### src/rtl/fpu_merge_pkg.sv
// fpu_merge_pkg
//   Shared definitions for the split-lane FPU merge stage.
//   - FOP_CMPDH : op[7:0] encoding of the high-lane compare op
//   - lane_sel  : picks which lane's flags drive FUS for a given op
//   - lane_base : bit offset of a (port, lane) slice in a packed lane bus
//
// The compare opcode normally comes from fpoperations.sv. The fallback
// value below is only used when that file is not part of the build.
`ifndef fop_cmpDH
`define fop_cmpDH 8'h2C
`endif

package fpu_merge_pkg;

  localparam logic [7:0] FOP_CMPDH = `fop_cmpDH;

  // The high-lane compare reports through the top lane.
  // Every other op reports through lane 0.
  function automatic int lane_sel(input logic [7:0] op8, input int nlane);
    return (op8 == FOP_CMPDH) ? (nlane - 1) : 0;
  endfunction

  // Buses are packed port-major: port p, lane l at [(p*nlane+l)*w +: w].
  function automatic int lane_base(input int p, input int l, input int nlane, input int w);
    return (p * nlane + l) * w;
  endfunction

endpackage

### src/rtl/fpu_op_delay.sv
// fpu_op_delay
//   LAT-deep {vld, op} shift register for one issue port.
//   Ports:
//     clk, rst  : clock, asynchronous active-high reset
//     en_i      : issue valid
//     op_i      : issued op
//     flush_i   : kills every in-flight op, including one issued this cycle
//     vld_o     : tail-stage valid
//     op_o      : tail-stage op
module fpu_op_delay #(
  parameter int LAT = 4,
  parameter int OPW = 13
) (
  input  logic           clk,
  input  logic           rst,
  input  logic           en_i,
  input  logic [OPW-1:0] op_i,
  input  logic           flush_i,
  output logic           vld_o,
  output logic [OPW-1:0] op_o
);

  logic [LAT-1:0] vld_q;
  logic [OPW-1:0] op_q [LAT];

  // A flush clears only the valid bits. The op fields keep shifting
  // because nothing downstream looks at them without a valid bit.
  always_ff @(posedge clk or posedge rst) begin
    if (rst) begin
      vld_q <= '0;
      for (int k = 0; k < LAT; k++) op_q[k] <= '0;
    end else begin
      vld_q[0] <= en_i & ~flush_i;
      op_q[0]  <= op_i;
      for (int k = 1; k < LAT; k++) begin
        vld_q[k] <= vld_q[k-1] & ~flush_i;
        op_q[k]  <= op_q[k-1];
      end
    end
  end

  assign vld_o = vld_q[LAT-1];
  assign op_o  = op_q[LAT-1];

endmodule

### src/rtl/fpu_lane_merge.sv
// fpu_lane_merge
//   Merges NLANE half-width lane results into one result per issue port.
//   Ports:
//     clk, rst       : clock, asynchronous active-high reset
//     u_en, u_op     : per-port issue valid / op
//     flush          : kill all in-flight ops
//     lane_fus       : per-lane compare flags
//     lane_ret       : per-lane retire words
//     lane_ret_en    : per-lane retire enables
//     sticky_clr     : clear sticky and lane_conflict
//     FUS, FUS_vld   : merged flags and valid per port, at issue + LAT
//     ret, ret_en    : OR of lane retire words / enables per port
//     sticky         : OR of every valid FUS since the last clear
//     lane_conflict  : per port, set when more than one lane retired in one cycle
//   There is no handshake. Issue is accepted every cycle with no backpressure,
//   and FUS_vld is a single-cycle strobe that the consumer must take.
module fpu_lane_merge #(
  parameter int NPORT = 3,
  parameter int NLANE = 2,
  parameter int LAT   = 4,
  parameter int OPW   = 13,
  parameter int FLW   = 6,
  parameter int RETW  = 14
) (
  input  logic                        clk,
  input  logic                        rst,
  input  logic [NPORT-1:0]            u_en,
  input  logic [NPORT*OPW-1:0]        u_op,
  input  logic                        flush,
  input  logic [NPORT*NLANE*FLW-1:0]  lane_fus,
  input  logic [NPORT*NLANE*RETW-1:0] lane_ret,
  input  logic [NPORT*NLANE-1:0]      lane_ret_en,
  input  logic                        sticky_clr,
  output logic [NPORT*FLW-1:0]        FUS,
  output logic [NPORT-1:0]            FUS_vld,
  output logic [NPORT*RETW-1:0]       ret,
  output logic [NPORT-1:0]            ret_en,
  output logic [FLW-1:0]              sticky,
  output logic [NPORT-1:0]            lane_conflict
);

  import fpu_merge_pkg::*;

  logic [NPORT-1:0]     tail_vld;
  logic [NPORT*OPW-1:0] tail_op;
  logic [FLW-1:0]       fus_or;
  logic [NPORT-1:0]     multi_ret;
  logic [FLW-1:0]       sticky_q, sticky_d;
  logic [NPORT-1:0]     conflict_q, conflict_d;

  for (genvar p = 0; p < NPORT; p++) begin : g_port
    fpu_op_delay #(
      .LAT (LAT),
      .OPW (OPW)
    ) u_delay (
      .clk     (clk),
      .rst     (rst),
      .en_i    (u_en[p]),
      .op_i    (u_op[p*OPW +: OPW]),
      .flush_i (flush),
      .vld_o   (tail_vld[p]),
      .op_o    (tail_op[p*OPW +: OPW])
    );
  end

  // Only op[7:0] steers lane selection. The upper op bits travel down the
  // pipe for completeness but are not consumed here.
  logic unused_tail_op;
  assign unused_tail_op = ^tail_op;

  always_comb begin : merge
    int sel;
    int cnt;
    sel       = 0;
    cnt       = 0;
    FUS       = '0;
    FUS_vld   = tail_vld;
    ret       = '0;
    ret_en    = '0;
    fus_or    = '0;
    multi_ret = '0;
    for (int pi = 0; pi < NPORT; pi++) begin
      sel = lane_sel(tail_op[pi*OPW +: 8], NLANE);
      if (tail_vld[pi]) begin
        FUS[pi*FLW +: FLW] = lane_fus[lane_base(pi, sel, NLANE, FLW) +: FLW];
      end
      // FUS is already zero for an invalid port, so a plain OR is enough.
      fus_or = fus_or | FUS[pi*FLW +: FLW];
      // Idle lanes drive zero, so the retire merge needs no gating.
      cnt = 0;
      for (int l = 0; l < NLANE; l++) begin
        ret[pi*RETW +: RETW] = ret[pi*RETW +: RETW]
                               | lane_ret[lane_base(pi, l, NLANE, RETW) +: RETW];
        ret_en[pi] = ret_en[pi] | lane_ret_en[pi*NLANE + l];
        cnt = cnt + int'(lane_ret_en[pi*NLANE + l]);
      end
      multi_ret[pi] = (cnt > 1);
    end
  end

  // A result that lands in the same cycle as a clear is kept.
  // A conflict that occurs in the same cycle as a clear is also kept.
  assign sticky_d   = (sticky_clr ? '0 : sticky_q) | fus_or;
  assign conflict_d = (sticky_clr ? '0 : conflict_q) | multi_ret;

  always_ff @(posedge clk or posedge rst) begin
    if (rst) begin
      sticky_q   <= '0;
      conflict_q <= '0;
    end else begin
      sticky_q   <= sticky_d;
      conflict_q <= conflict_d;
    end
  end

  assign sticky        = sticky_q;
  assign lane_conflict = conflict_q;

endmodule

### config.mk
export PLATFORM = sky130hd
export DESIGN_NAME = fpu_lane_merge
export DESIGN_NICKNAME = d
export VERILOG_FILES = /design/src/rtl/fpu_merge_pkg.sv /design/src/rtl/fpu_op_delay.sv /design/src/rtl/fpu_lane_merge.sv
export SDC_FILE = /design/constraint.sdc
export NUM_CORES = 1
export LEC_CHECK = 0
export ABC_AREA = 1
export BUFFER_PORTS_ARGS = -buffer_cell sky130_fd_sc_hd__buf_2
export CAP_MARGIN = 15
export CELL_PAD_IN_SITES_DETAIL_PLACEMENT = 1
export CELL_PAD_IN_SITES_GLOBAL_PLACEMENT = 2
export CORE_MARGIN = 4
export CORE_UTILIZATION = 25
export DETAILED_ROUTE_END_ITERATION = 6
export HOLD_SLACK_MARGIN = 0.15
export PLACE_DENSITY = 0.91
export SLEW_MARGIN = 20
export SYNTH_ARGS = -nofsm -noshare
export SYNTH_HDL_FRONTEND = slang
export SYNTH_SLANG_ARGS = --single-unit
### constraint.sdc
create_clock -name clk -period 5 [get_ports clk]
set_clock_uncertainty 0.05 [all_clocks]
set_input_delay 1 -clock clk [delete_from_list [all_inputs] [get_ports clk]]
set_output_delay 1 -clock clk [all_outputs]
set_load 0.05 [all_outputs]
==> flow_summary.ini <==
[clock_network]
clock_sinks = 117
numCtsBuffers = 17
postCtsHoldBufs = 0
path_clk_slew_ps = 60
post_cts_buffers = 0
cts_tree = done
htreeDepth = 4
cts_root_buffer = clkbuf_16
clock_latency_ps = 410
cts-resized-gates = 0
clk_path_buf_depth = 2

[finish]
diodes = 0
drive_gt1_frac = 0.5188
final_net_count = 797
post-route-util = 0.3785
syn2layout_area_growth_pct = 48.43
fin_cells = 858

[sta]
final.setup.tns_ps = 0
setup_viol = 0
report.final.hold_viol_count = 0
slew_violations = 0
slew-limit-headroom = 0.5184
finalCritPeriodShare = 0.5534
finalHoldWorstSlack_ps = 293.0
rsz0062_at_grt = no
clock.fmax_mhz = 361.4
setup_slack_ps = 2233
min_period_ps = 2767
worst_pin_slew_ps = 722.4

[critical_path]
r2r_end = sticky[5]
end_kind = primary output
crit_path_start_kind = flip-flop
worstSetupPathType = flip-flop to primary output
arrival_ps = 1720
crit_required_ps = 3950
cp_max_fo = 7
cp-endpoint = FUS[14]
r2r_start = g_port[0].u_delay.op_o[0]
cp-startpoint = g_port[2].u_delay.op_o[4]
r2r_cells = 8
reg2reg_slack_ps = 3740

[power]
p_int_uw = 1917
clkPwrFrac = 0.503
p_seq_frac = 0.397
switching_share = 0.2460
peakVddDrop_mv = 0.2208
switching_power_uw = 625.6
leakagePower_uw = 0.003652
power_density_nw_per_um2 = 405.0
p_comb_frac = 0.099

[placed_design]
dp_slack_ps = 2272
place_congestion = 0.7667
dp_hpwl_um = 8531
dp_cells = 826
io_buffer_count = 231

[global_routing]
grt_pass1_wl_um = 17950
grt_antenna_before_repair = 0
grt_pass1_vias = 3666
grt_max_degree = 85
grtUsageTotal = 0.1200
overflow = 0

[synthesis]
yosysWarnings = 0
synth_cells = 378
ys_seq_area_frac = 0.6923
synth.distinct_cells = 16
synth_nets = 550
ys_seq_elements = 117
syn_avg_cell_area_um2 = 11.19
syn-cell-area_um2 = 4229

[floorplan]
start_util = 0.2550
die_h_um = 138.1
die_w_um = 138.1
core_area_um2 = 16580
row_count = 47
io_pins = 247
die-area_um2 = 19060

[job]
drv_cap = 0

[routing]
viasPerCell = 3.775
met1Wirelength_um = 4204
wl_per_cell_um = 12.54
drc = 0
vias = 3239
wirelength_um = 10760
wl_met2_um = 5543
drt_iter0_drc = 77
dr.max_layer_used = met4
wl_met3_um = 890
postRouteAntennaNets = 0
first_pass_iters = 4

[outcome]
status = complete, no violations

[worst_hold_path]
hold_class = flip-flop to flip-flop
==> power by group through the flow <==
stage          Combinational, µW  Clock (µW)  Sequential [µW]
4_1_cts                      258        1330             1010
3_5_place_dp                 258           0             1030
6_report                     253        1280             1010
5_1_grt                      279        1370             1020
2_1_floorplan                144           0             1040
3_3_place_gp                 253           0             1020
==> stage by stage <==
stage                     area [µm²]  power (µW)
final                           6277        2542
after global routing            6277        2664
after CTS                       6275        2596
after floorplan                 4229        1184
after global placement          5644        1276
after detailed placement        5644        1286
==> cells by family after synthesis <==
| group | synth area share |
|---|---|
| and+or+nand+nor | 0.2136 |
| DFF | 0.6923 |
| AOI/OAI and AO/OA | 0.003549 |
| buffers and inverters | 0.09053 |
==> flip-flops by register name (all words and copies together), names as in the netlist <==
register	cells
g_port.u_delay.vld_q	12
g_port.u_delay.op_o	24
lane_conflict	3
g_port.u_delay.op_q	72
sticky	6
==> synth_stat cells <==
library cell	count	share of area
buf_4	3	0.0053
clkbuf_1	1	0.00089
clkinv_1	1	0.00089
dfrtp_1	117	0.69
inv_1	91	0.081
inv_2	3	0.0027
nand2_1	48	0.043
nand2_2	12	0.018
nand2_4	3	0.0080
nand3_1	30	0.036
nand3b_1	6	0.011
nor2_1	12	0.011
nor2_4	1	0.0027
nor2_8	5	0.024
o21ai_0	3	0.0035
or2_2	42	0.062
==> metal layers <==
metal / vias to the layer above / global-route usage
met1: 1491 / 0.1336
met4: 0 / 0.04368
li1: 1590 / -
met3: 9 / 0.05283
met2: 149 / 0.2043
met5: - / 0
==> placed cells by master, fill, tap and decap left out, types with 4 or more instances in the layout <==
cell	netlist	final
dfrtp_1	117	117
or2_2	42	42
clkbuf_16	0	17
buf_2	0	231
nand3b_1	6	6
nor2_8	5	5
clkinv_4	0	4
nand2_1	48	48
inv_1	91	90
nand3_1	30	30
nand2_2	12	12
nor2_1	12	12
bufinv_16	0	4
==> worst max-delay path, stage by stage (launching register included) <==
cell and delay (ps):
dfrtp_1 370, inv_2 50, nand2_2 70, nor2_8 190
nand2_4 100, nand2_1 70, nand3_1 110, inv_1 80
buf_2 260
==> final cells by class <==
cell class | instances | area, µm²
fill | 1951 | 10310
sequential | 117 | 2928
timing repair buffer | 232 | 1164
multi-input combinational | 162 | 918.4
clock buffer | 17 | 425.4
inverter | 95 | 361.6
tap | 220 | 275.3
clock inverter | 15 | 205.2
==> worst min path at each step <==
stage / from / end / cells past startpoint
after global routing: g_port[0].u_delay.op_q[17] / g_port[0].u_delay.op_o[4] / 0
after global placement: g_port[2].u_delay.op_q[43] / g_port[2].u_delay.op_q[30] / 0
final: g_port[2].u_delay.op_q[27] / g_port[2].u_delay.op_q[14] / 0
after CTS: g_port[0].u_delay.op_q[33] / g_port[0].u_delay.op_q[20] / 0
after floorplan: g_port[0].u_delay.op_q[13] / g_port[0].u_delay.op_o[0] / 0
after detailed placement: g_port[0].u_delay.op_q[16] / g_port[0].u_delay.op_o[3] / 0
(Power assumes the default switching activity.)
